### src/rtl/pipeline_hazard_ctrl.sv
// Pipeline hazard controller: stalls on data-cache misses, bubbles load-use hazards,
// squashes wrong-path work on EX redirects, and freezes the core on halt.
module pipeline_hazard_ctrl (
    input  logic        CLK,
    input  logic        nRST,
    input  logic        ihit,
    input  logic        dhit,
    input  logic        mem_dREN,
    input  logic        mem_dWEN,
    input  logic        idex_memToReg,
    input  logic [4:0]  idex_dest,
    input  logic [4:0]  ifid_rs,
    input  logic [4:0]  ifid_rt,
    input  logic        ex_redirect,
    input  logic        halt_in,
    output logic        pc_en,
    output logic        ifid_en,
    output logic        ifid_flush,
    output logic        idex_en,
    output logic        idex_flush,
    output logic        exmem_en,
    output logic        memwb_en,
    output logic        halt_out,
    output logic [15:0] stall_cnt,
    output logic [15:0] flush_cnt
);

    typedef enum logic [1:0] {
        RUN   = 2'd0,
        DWAIT = 2'd1,
        HALT  = 2'd2
    } state_t;

    state_t state;

    logic memop;
    logic dstall;
    logic loaduse;
    logic halted;
    logic adv;

    assign memop   = mem_dREN | mem_dWEN;
    assign dstall  = memop & ~dhit;
    assign loaduse = idex_memToReg & (idex_dest != 5'd0)
                   & ((idex_dest == ifid_rs) | (idex_dest == ifid_rt));
    assign halted  = (state == HALT);

    // Any stage moves only when no data miss is pending and some memory completed.
    assign adv = ~halted & ~dstall & (ihit | dhit);

    assign idex_en    = adv;
    assign exmem_en   = adv;
    assign memwb_en   = adv;
    assign pc_en      = adv & ihit & (~loaduse | ex_redirect);
    assign ifid_en    = adv & ihit & ~loaduse & ~ex_redirect;
    assign ifid_flush = adv & (ex_redirect | ~ihit);
    assign idex_flush = adv & (ex_redirect | loaduse);

    // NOTE: sequential state uses non-blocking assignments so every flop samples
    // pre-edge values regardless of statement order.
    always_ff @(posedge CLK or negedge nRST) begin
        if (!nRST) begin
            state    <= RUN;
            halt_out <= 1'b0;
        end else begin
            case (state)
                RUN: begin
                    if (halt_in) begin
                        state    <= HALT;
                        halt_out <= 1'b1;
                    end else if (dstall) begin
                        state <= DWAIT;
                    end
                end
                DWAIT: begin
                    if (halt_in) begin
                        state    <= HALT;
                        halt_out <= 1'b1;
                    end else if (dhit) begin
                        state <= RUN;
                    end
                end
                HALT: begin
                    state    <= HALT;
                    halt_out <= 1'b1;
                end
                default: begin
                    state    <= RUN;
                    halt_out <= 1'b0;
                end
            endcase
        end
    end

    // A redirect held across a stall is counted only on the cycle it is accepted.
    always_ff @(posedge CLK or negedge nRST) begin
        if (!nRST) begin
            stall_cnt <= 16'd0;
            flush_cnt <= 16'd0;
        end else if (!halted) begin
            if (!pc_en && stall_cnt != 16'hFFFF)
                stall_cnt <= stall_cnt + 16'd1;
            if (ex_redirect && adv && flush_cnt != 16'hFFFF)
                flush_cnt <= flush_cnt + 16'd1;
        end
    end

    a_ifid_exclusive: assert property (@(posedge CLK) disable iff (!nRST)
        !(ifid_en && ifid_flush));
    a_halt_quiet: assert property (@(posedge CLK) disable iff (!nRST)
        halted |-> !(pc_en | ifid_en | ifid_flush | idex_en | idex_flush | exmem_en | memwb_en));
    a_flush_needs_adv: assert property (@(posedge CLK) disable iff (!nRST)
        (ifid_flush | idex_flush) |-> adv);

endmodule

### config.mk
export PLATFORM = sky130hd
export DESIGN_NAME = pipeline_hazard_ctrl
export DESIGN_NICKNAME = d
export VERILOG_FILES = /design/src/rtl/pipeline_hazard_ctrl.sv
export SDC_FILE = /design/constraint.sdc
export NUM_CORES = 1
export LEC_CHECK = 0
export BUFFER_PORTS_ARGS = -buffer_cell sky130_fd_sc_hd__buf_2
export CORE_MARGIN = 2
export CORE_UTILIZATION = 49
export CTS_CLUSTER_SIZE = 14
export DETAILED_ROUTE_END_ITERATION = 10
export PLACE_DENSITY_LB_ADDON = 0.05
export SLEW_MARGIN = 20
export SYNTH_ARGS = -nofsm -noshare
export SYNTH_HDL_FRONTEND = slang
export SYNTH_SLANG_ARGS = --single-unit
### constraint.sdc
create_clock -name CLK -period 2.41 [get_ports CLK]
set_clock_uncertainty 0.05 [all_clocks]
set_input_delay 0.1205 -clock CLK [delete_from_list [all_inputs] [get_ports CLK]]
set_output_delay 0.1205 -clock CLK [all_outputs]
set_load 0.02 [all_outputs]
## Yosys cells after proc, flatten, opt, wreduce, memory -nomap -nowiden

Cells that the tools add are included.

- Register bits after elaboration: 35
- Bits of input ports: 24
- Output and inout port bits: 40

- Bitwise gates (word level): 23
- Multiplexer cells: 7
- Add/sub/neg operators: 2
- Equal/unequal tests: 9
- Reduce and logical (&&, ||, !) cells: 10

Operators by type and width:

| kind | number |
|---|---|
| adder 16 x 1 -> 16 bit, second input constant | 2 |
| != test 16 bit, second input constant | 2 |
| bitwise AND 1 bit | 11 |
| equality test 5 bit | 2 |
| two-way mux 2 bit | 4 |
| != test 3 bit, second input constant | 2 |
| inverter 1 bit | 6 |
| bitwise OR 1 bit | 6 |
| case mux 2 bit (3 select lines) | 1 |
| AND reduction 2 bit | 3 |
| nonzero test 5 bit | 1 |
| logical AND 1 bit | 3 |
| equality test 2 x 1 -> 1 bit, second input constant | 1 |
| equality test 2 bit, second input constant | 1 |
| zero test 2 bit | 1 |
| != test 2 x 1 -> 1 bit, second input constant | 1 |
| case mux 1 bit (2 select lines) | 1 |
| OR reduction 2 bit | 1 |
| zero test 1 bit | 1 |
| two-way mux 1 bit | 1 |

## Depth between registers and ports, before layout

Gate-level depths: netlist of the first run.

- Word-level depth: 10
- Mapped depth: 8

## Worst setup path before layout of the first run

OpenSTA, ideal clock, no wires.

- Kind: register -> register
- Start: reg stall_cnt[0]
- End: reg stall_cnt[15]
- Arrival time: 1.953 ns
- Setup slack: 0.327 ns
- Period minus slack after synthesis: 2.083 ns
- Buffers on the path: 0
- Cell stages (with the launch flop): 8
- Setup time: 0.080 ns
- Path through: dfrtp_1 -> ha_1 -> nand4_1 -> nor2_1 -> a2111o_1 -> a2bb2oi_4 -> nor4_1 -> xor2_1

- Cells in the longest elaborated chain, start to end: 3
- Elaborated cells on any way between the ends: 4

RTL lines:

| item | line | text |
|---|---|---|
| start, declared | 24 | `output logic [15:0] stall_cnt,` |
| start signal, assigned | 102 | `stall_cnt <= stall_cnt + 16'd1;` |
| branches (longest 3 deep; another with adder 16 x 1 -> 16 bit) | - |  |

Parallel ways; which one is timed is not known.
A chain may end at the register's enable or synchronous reset.

## Worst setup path after layout of the first run

Ends and elaborated chain as after synthesis.

==> results of run 1 <==
-- routing by layer --
| metal | GRT usage, % | share of wire, % | vias up |
|---|---|---|---|
| met3 | 4.34 | 6.9 | 5 |
| met4 | 7.18 | 1.1 | 0 |
| met1 | 25.6 | 48 | 674 |
| met2 | 29.3 | 44 | 47 |
| met5 | 0 | 0 | - |
| li1 | - | - | 732 |
-- synthesized netlist by cell type (all sizes together) (2+ instances only) --
master   n
dfrtp   35
xor2    26
nor2    18
xnor2   14
nand2   12
nand3   10
nor3    10
nand4    8
and3     5
inv      5
a21oi    4
buf      4
o21ai    4
and4     2
ha       2
mux2     2
nor3b    2
nor4     2
-- cells in the final DEF, fill, tap and decap left out, types with 3 or more instances in the layout --
cell / count
and3_1: 5
dlygate4sd3_1: 3
nand3_1: 10
o21ai_0: 3
xor2_1: 26
xnor2_1: 14
buf_2: 63
a21oi_1: 4
nor3_1: 8
nand2_1: 12
nand4_1: 7
clkbuf_8: 6
inv_1: 5
nor2_1: 18
dfrtp_1: 35
-- cell type report --
class	instances	area share (%)
inverters	5	0.821
clock inverters	1	0.219
clock buffers	6	3.61
flip-flops and latches	35	38.3
repair buffers	67	15.4
multi-input cells	130	39.0
well taps	48	2.63
-- per-stage QoR --
stage	worst slack, ps	cell area, um^2	hold slack [ps]
floorplan	327	1820	-225
global placement	314	2170	183
detailed placement	157	2170	195
CTS	143	2290	88.4
global route	1.83	2290	121
finish	150	2290	90.8
-- registers in the layout (all words and copies together), names as in the netlist --
| name | count |
|---|---|
| halt_out | 1 |
| flush_cnt | 16 |
| stall_cnt | 16 |
| state | 2 |
-- power by group --
group	switching (mW)	internal [mW]	leakage, nW
Combinational	0.395	0.241	0.705
Sequential	0.123	0.689	0.460
Clock	0.198	0.224	0.0470
Total	0.716	1.15	1.21
-- cells by family after synthesis --
| group | Yosys count | share of synthesized area [%] |
|---|---|---|
| xor gates and xnor gates | 40 | 19.3 |
| adders and majority gates | 2 | 1.38 |
| buffers and inverters | 9 | 2.75 |
| DFF | 35 | 48.2 |
| muxes | 2 | 1.24 |
| and+or+nand+nor | 73 | 21.0 |
| AOI/OAI and AO/OA | 13 | 6.19 |
-- repair_timing --
item / 4_1_cts / 5_1_grt
endpoints found under the hold margin: 36 / 0
hold buffers: 3 / 0
resized for setup: 0 / 0
-- worst max-delay path, stage by stage (launching register included) --
cell	delay, ps
dfrtp_1	420
ha_1	260
nand4_1	110
nor2_1	80
a2111o_1	450
a2bb2oi_4	250
nor4_1	380
xor2_1	180
-- worst max-delay path by stage --
stage	start	to	slack, ps	depth (start not counted)
floorplan	stall_cnt[0]$_DFFE_PN0P_	stall_cnt[15]$_DFFE_PN0P_	330	7
global placement	stall_cnt[0]$_DFFE_PN0P_	stall_cnt[15]$_DFFE_PN0P_	310	7
detailed placement	stall_cnt[0]$_DFFE_PN0P_	stall_cnt[15]$_DFFE_PN0P_	160	7
CTS	stall_cnt[0]$_DFFE_PN0P_	stall_cnt[15]$_DFFE_PN0P_	140	7
global route	stall_cnt[0]$_DFFE_PN0P_	stall_cnt[15]$_DFFE_PN0P_	2	7
finish	stall_cnt[0]$_DFFE_PN0P_	stall_cnt[15]$_DFFE_PN0P_	150	7
==> flow_summary_export.csv, run 1 <==
group,metric,value,unit
outcome,status,"complete, no violations",
sta,min_period,2260,ps
synthesis,synth_nets,200,
sta,rsz0062_at_grt,"no",
worst_setup_path,cp.required,2560,ps
pwr,power-per-cell-area,818,nW/um^2
pwr,power,1.87,mW
hold_path,holdPathStages,3,
final_layout,syn2layout_area_growth,25.8,%
floorplan,rows,22,
worst_setup_path,worst_ep_arrival_time,2410,ps
global_route,grt_use_total,18.8,%
floorplan,pin_count,64,
hold_path,min_path_type,"input port to flop",
worst_setup_path,reg2reg_to,"stall_cnt[15]$_DFFE_PN0P_",
routing,drc,0,
cts,clk_latency,280,ps
synthesis,avgSynthCellArea,10.4,um^2
sta,setup_violations,0,
worst_setup_path,crit_fanout,16,
synthesis,synth_area,1820,um^2
synthesis,yosysUniqueCellTypes,32,
sta,final.setup.tns,0,ps
routing,wl_per_cell,12.8,um
final_layout,stdcell_count,292,
synthesis,synth_seq_cells,35,
global_route,grt_pass1_vias,1377,
final_layout,area.sequential,876,um^2
hold_path,hold_path_end,"state[1]$_DFFE_PN0P_",
floorplan,start_util,50.4,%
worst_setup_path,startpoint_type,"flop",
routing,drt-initial-drc-count,56,
synthesis,seq_area_frac_synth,48.2,%
sta,finalCritPeriodShare,93.8,%
cts,cts_inserted_buffers,5,
worst_setup_path,r2r_cells,7,
synthesis,synthFlopType,"dfrtp_1",
floorplan,die_w,64.9,um
synthesis,synth_edf_count,0,
final_layout,postLayoutCoreUtil,63.4,%
final_layout,nFillCells,322,
synthesis,synthTopCellsByArea,"dfrtp_1, xor2_1, xnor2_1",
cts,cts_tree,"done",
routing,firstDrtPassIters,4,
cts,clkTransAtPathRegs,70,ps
synthesis,syn_inst,174,
sta,maxSlewViolCount,0,
pwr,ir_drop,0.000643,V
final_layout,antennaDiodeCount,0,
worst_setup_path,crit-reg2reg-launch,"stall_cnt[0]$_DFFE_PN0P_",
synthesis,ys.warnings.count,0,
global_route,antenna_found_initial,0,
sta,fmax,442,MHz
worst_setup_path,endpoint_kind,"flop",
routing,via_per_inst,4.99,
cts,clk_path_buf_depth,2,
worst_setup_path,ff2ff_setup_slack,150,ps
place,post-dp-hpwl,2.82,mm
routing,ant_nets,0,
cts,root_buffer,"clkbuf_8",
final_layout,multiInputGateArea,892,um^2
global_route,grt.overflow.total,0,
synthesis,yosys.area.top_type,"dfrtp_1",
global_route,grt_pass1_wl,6.18,mm
synthesis,async_reset_ff_share,100,%
final_layout,nNetsFinal,270,
place,port_buffers,63,
sta,hold_violations,0,
place,place_congestion,0.812,
cts,htreeDepth,2,
hold_path,worst_hold_startpoint,"halt_in",
routing,drt_wl_total,3.73,mm
cts,clock-sinks,35,
synthesis,netlist.area_leader.share,48.2,%
floorplan,die_area,4210,um^2
floorplan,core-area,3610,um^2
job,max_cap_violations,0,
cts,post_cts_buffers,0,
global_route,grt_max_degree,36,
floorplan,die_h,64.9,um
routing,num_vias,1458,
worst_setup_path,crit_type,"flop to flop",
sta,relSlewSlack,48.4,%
final_layout,layout-drive-gt1-share,32.4,%
sta,tightest_slew,775,ps
place,dp_cells,282,
pwr,p_leak,1.21,nW
No activity file was read; power rests on OpenSTA's default activity.
==> run 2: changes to the inputs <==
Settings changed: CORE_ASPECT_RATIO set to 2, CORE_MARGIN 2 to not set.
==> flow_summary_export.csv, run 2 (synthesis results as in run 1) <==
group,metric,value,unit
global_route,grt_pass1_vias,1451,
sta,tightest_slew,772,ps
floorplan,start_util,50.9,%
sta,maxSlewViolCount,0,
outcome,status,"complete, no violations",
cts,post_cts_buffers,0,
final_layout,nNetsFinal,269,
place,dp_slack,270,ps
global_route,grt_use_total,21.4,%
pwr,p_sw,0.747,mW
cts,cts_inserted_buffers,5,
worst_setup_path,cpMaxStageDelayCell,"a2111o_1",
sta,finalCritPeriodShare,88.3,%
floorplan,pin_count,64,
final_layout,stdcell_count,293,
global_route,met1_usage,21.3,%
sta,min_period,2130,ps
global_route,use_met2,41.0,%
routing,num_vias,1526,
final_layout,area.sequential,876,um^2
place,place_area,2160,um^2
hold_path,hold_path_end,"state[1]$_DFFE_PN0P_",
worst_setup_path,crit_fanout,16,
pwr,p_clk_share,26.4,%
place,place_congestion,0.782,
place,post-dp-hpwl,3.16,mm
worst_setup_path,r2r_cells,7,
hold_path,min_path_type,"input port to flop",
routing,ant_nets,0,
worst_setup_path,crit-reg2reg-launch,"stall_cnt[0]$_DFFE_PN0P_",
worst_setup_path,reg2reg_to,"stall_cnt[15]$_DFFE_PN0P_",
pwr,comb_power_share,32.4,%
global_route,grt_max_degree,36,
routing,firstDrtPassIters,4,
worst_setup_path,worst_ep_arrival_time,2300,ps
routing,wl_per_cell,14.0,um
floorplan,rows,31,
sta,relSlewSlack,48.5,%
worst_setup_path,crit_family,"compound AO/OA/AOI/OAI gates",
final_layout,syn2layout_area_growth,26.8,%
global_route,grt_pass1_wl,6.22,mm
routing,via_per_inst,5.21,
global_route,grt.overflow.total,0,
worst_setup_path,cp.required,2580,ps
hold_path,worst_hold_startpoint,"halt_in",
final_layout,multiInputGateArea,892,um^2
final_layout,most-common-layout-cells,"buf_2, dfrtp_1, xor2_1, nor2_1, xnor2_1",
pwr,p_int,1.23,mW
worst_setup_path,crit_type,"flop to flop",
global_route,top_usage_layer,"met2",
pwr,power-per-cell-area,859,nW/um^2
cts,htreeDepth,2,
worst_setup_path,endpoint_kind,"flop",
sta,final.setup.tns,0,ps
cts,cts_hold_buffers,3,
routing,drc,0,
worst_setup_path,critPathBufInv,0,
cts,clk_path_buf_depth,2,
worst_setup_path,ff2ff_setup_slack,280,ps
job,max_cap_violations,0,
routing,drt_wl_total,4.09,mm
place,dp_cells,282,
final_layout,nFillCells,329,
cts,clkTransAtPathRegs,80,ps
worst_setup_path,startpoint_type,"flop",
final_layout,layout-drive-gt1-share,32.4,%
pwr,power,1.98,mW
sta,fin_ws,281,ps
floorplan,die_area,3970,um^2
cts,cts_tree,"done",
final_layout,antennaDiodeCount,0,
pwr,p_leak,1.22,nW
worst_setup_path,cp_cell_sequence,"ha_1, nand4_1, nor2_1, a2111o_1, a2bb2oi_4, nor4_1, xor2_1",
sta,rsz0062_at_grt,"no",
hold_path,holdPathStages,3,
global_route,met3_usage,3.30,%
worst_setup_path,cpPeakStageDelay,440,ps
floorplan,die_w,45.1,um
routing,drt-initial-drc-count,43,
final_layout,top_regs,"flush_cnt x16, stall_cnt x16, state x2",
pwr,power.share.switching,37.7,%
final_layout,fin_area,2310,um^2
sta,setup_violations,0,
floorplan,die_h,88.1,um
pwr,pwr-share-seq,41.2,%
final_layout,final_common_cell,"buf_2",
cts,clock-sinks,35,
cts,clk_latency,290,ps
floorplan,core-area,3570,um^2
cts,root_buffer,"clkbuf_8",
place,port_buffers,63,
sta,fmax,470,MHz
pwr,ir_drop,0.000815,V
cts,ctsResizeCount,0,
sta,hold_violations,0,
global_route,antenna_found_initial,0,
-- run 2: cell count changes in the layout (fill, tap and decap cells not counted), sizes merged --
cell,change
buf,-1
clkinv,+1
clkbuf,-1
bufinv,+1
-- run 2: power groups by stage --
stage	Sequential, mW	Clock (mW)	Combinational (mW)
after detailed placement	0.824	0	0.640
after CTS	0.814	0.536	0.649
after global placement	0.817	0	0.622
after global routing	0.836	0.558	0.696
after floorplan	0.912	0	0.352
final	0.816	0.523	0.641
-- run 2: how the worst max path moves through the flow --
stage                                         from                        end  slack, ps  cells past startpoint
after floorplan           stall_cnt[0]$_DFFE_PN0P_  stall_cnt[15]$_DFFE_PN0P_        330                      7
after global routing      stall_cnt[0]$_DFFE_PN0P_  stall_cnt[15]$_DFFE_PN0P_        120                      7
final                     stall_cnt[0]$_DFFE_PN0P_  stall_cnt[15]$_DFFE_PN0P_        280                      7
after detailed placement  stall_cnt[0]$_DFFE_PN0P_  stall_cnt[15]$_DFFE_PN0P_        270                      7
after CTS                 stall_cnt[0]$_DFFE_PN0P_   stall_cnt[9]$_DFFE_PN0P_        260                      7
after global placement    stall_cnt[0]$_DFFE_PN0P_  stall_cnt[15]$_DFFE_PN0P_        330                      7
-- run 2: through the flow --
step,hold WS [ps],util [%]
floorplan,-225,-
global placement,169,60.6
detailed placement,186,60.6
CTS,88.0,64.6
global route,108,64.6
finish,86.8,64.6
-- run 2: cell type report --
type	count	share of cell area, %
clock inverters	3	1.90
clock buffers	5	2.98
inverters	5	0.814
flip-flops and latches	35	38.0
multi-input cells	130	38.7
well taps	49	2.66
repair buffers	66	15.0
-- run 2: layer usage --
layer / vias to the layer above / wire length [um]
li1: 736 / -
met1: 738 / 1430
met2: 44 / 2470
met3: 8 / 144
met4: 0 / 52
met5: - / 0
-- run 2: tightest hold or removal path, stage by stage --
cell and delay, ps:
buf_2 120, inv_1 40, o21ai_0 90
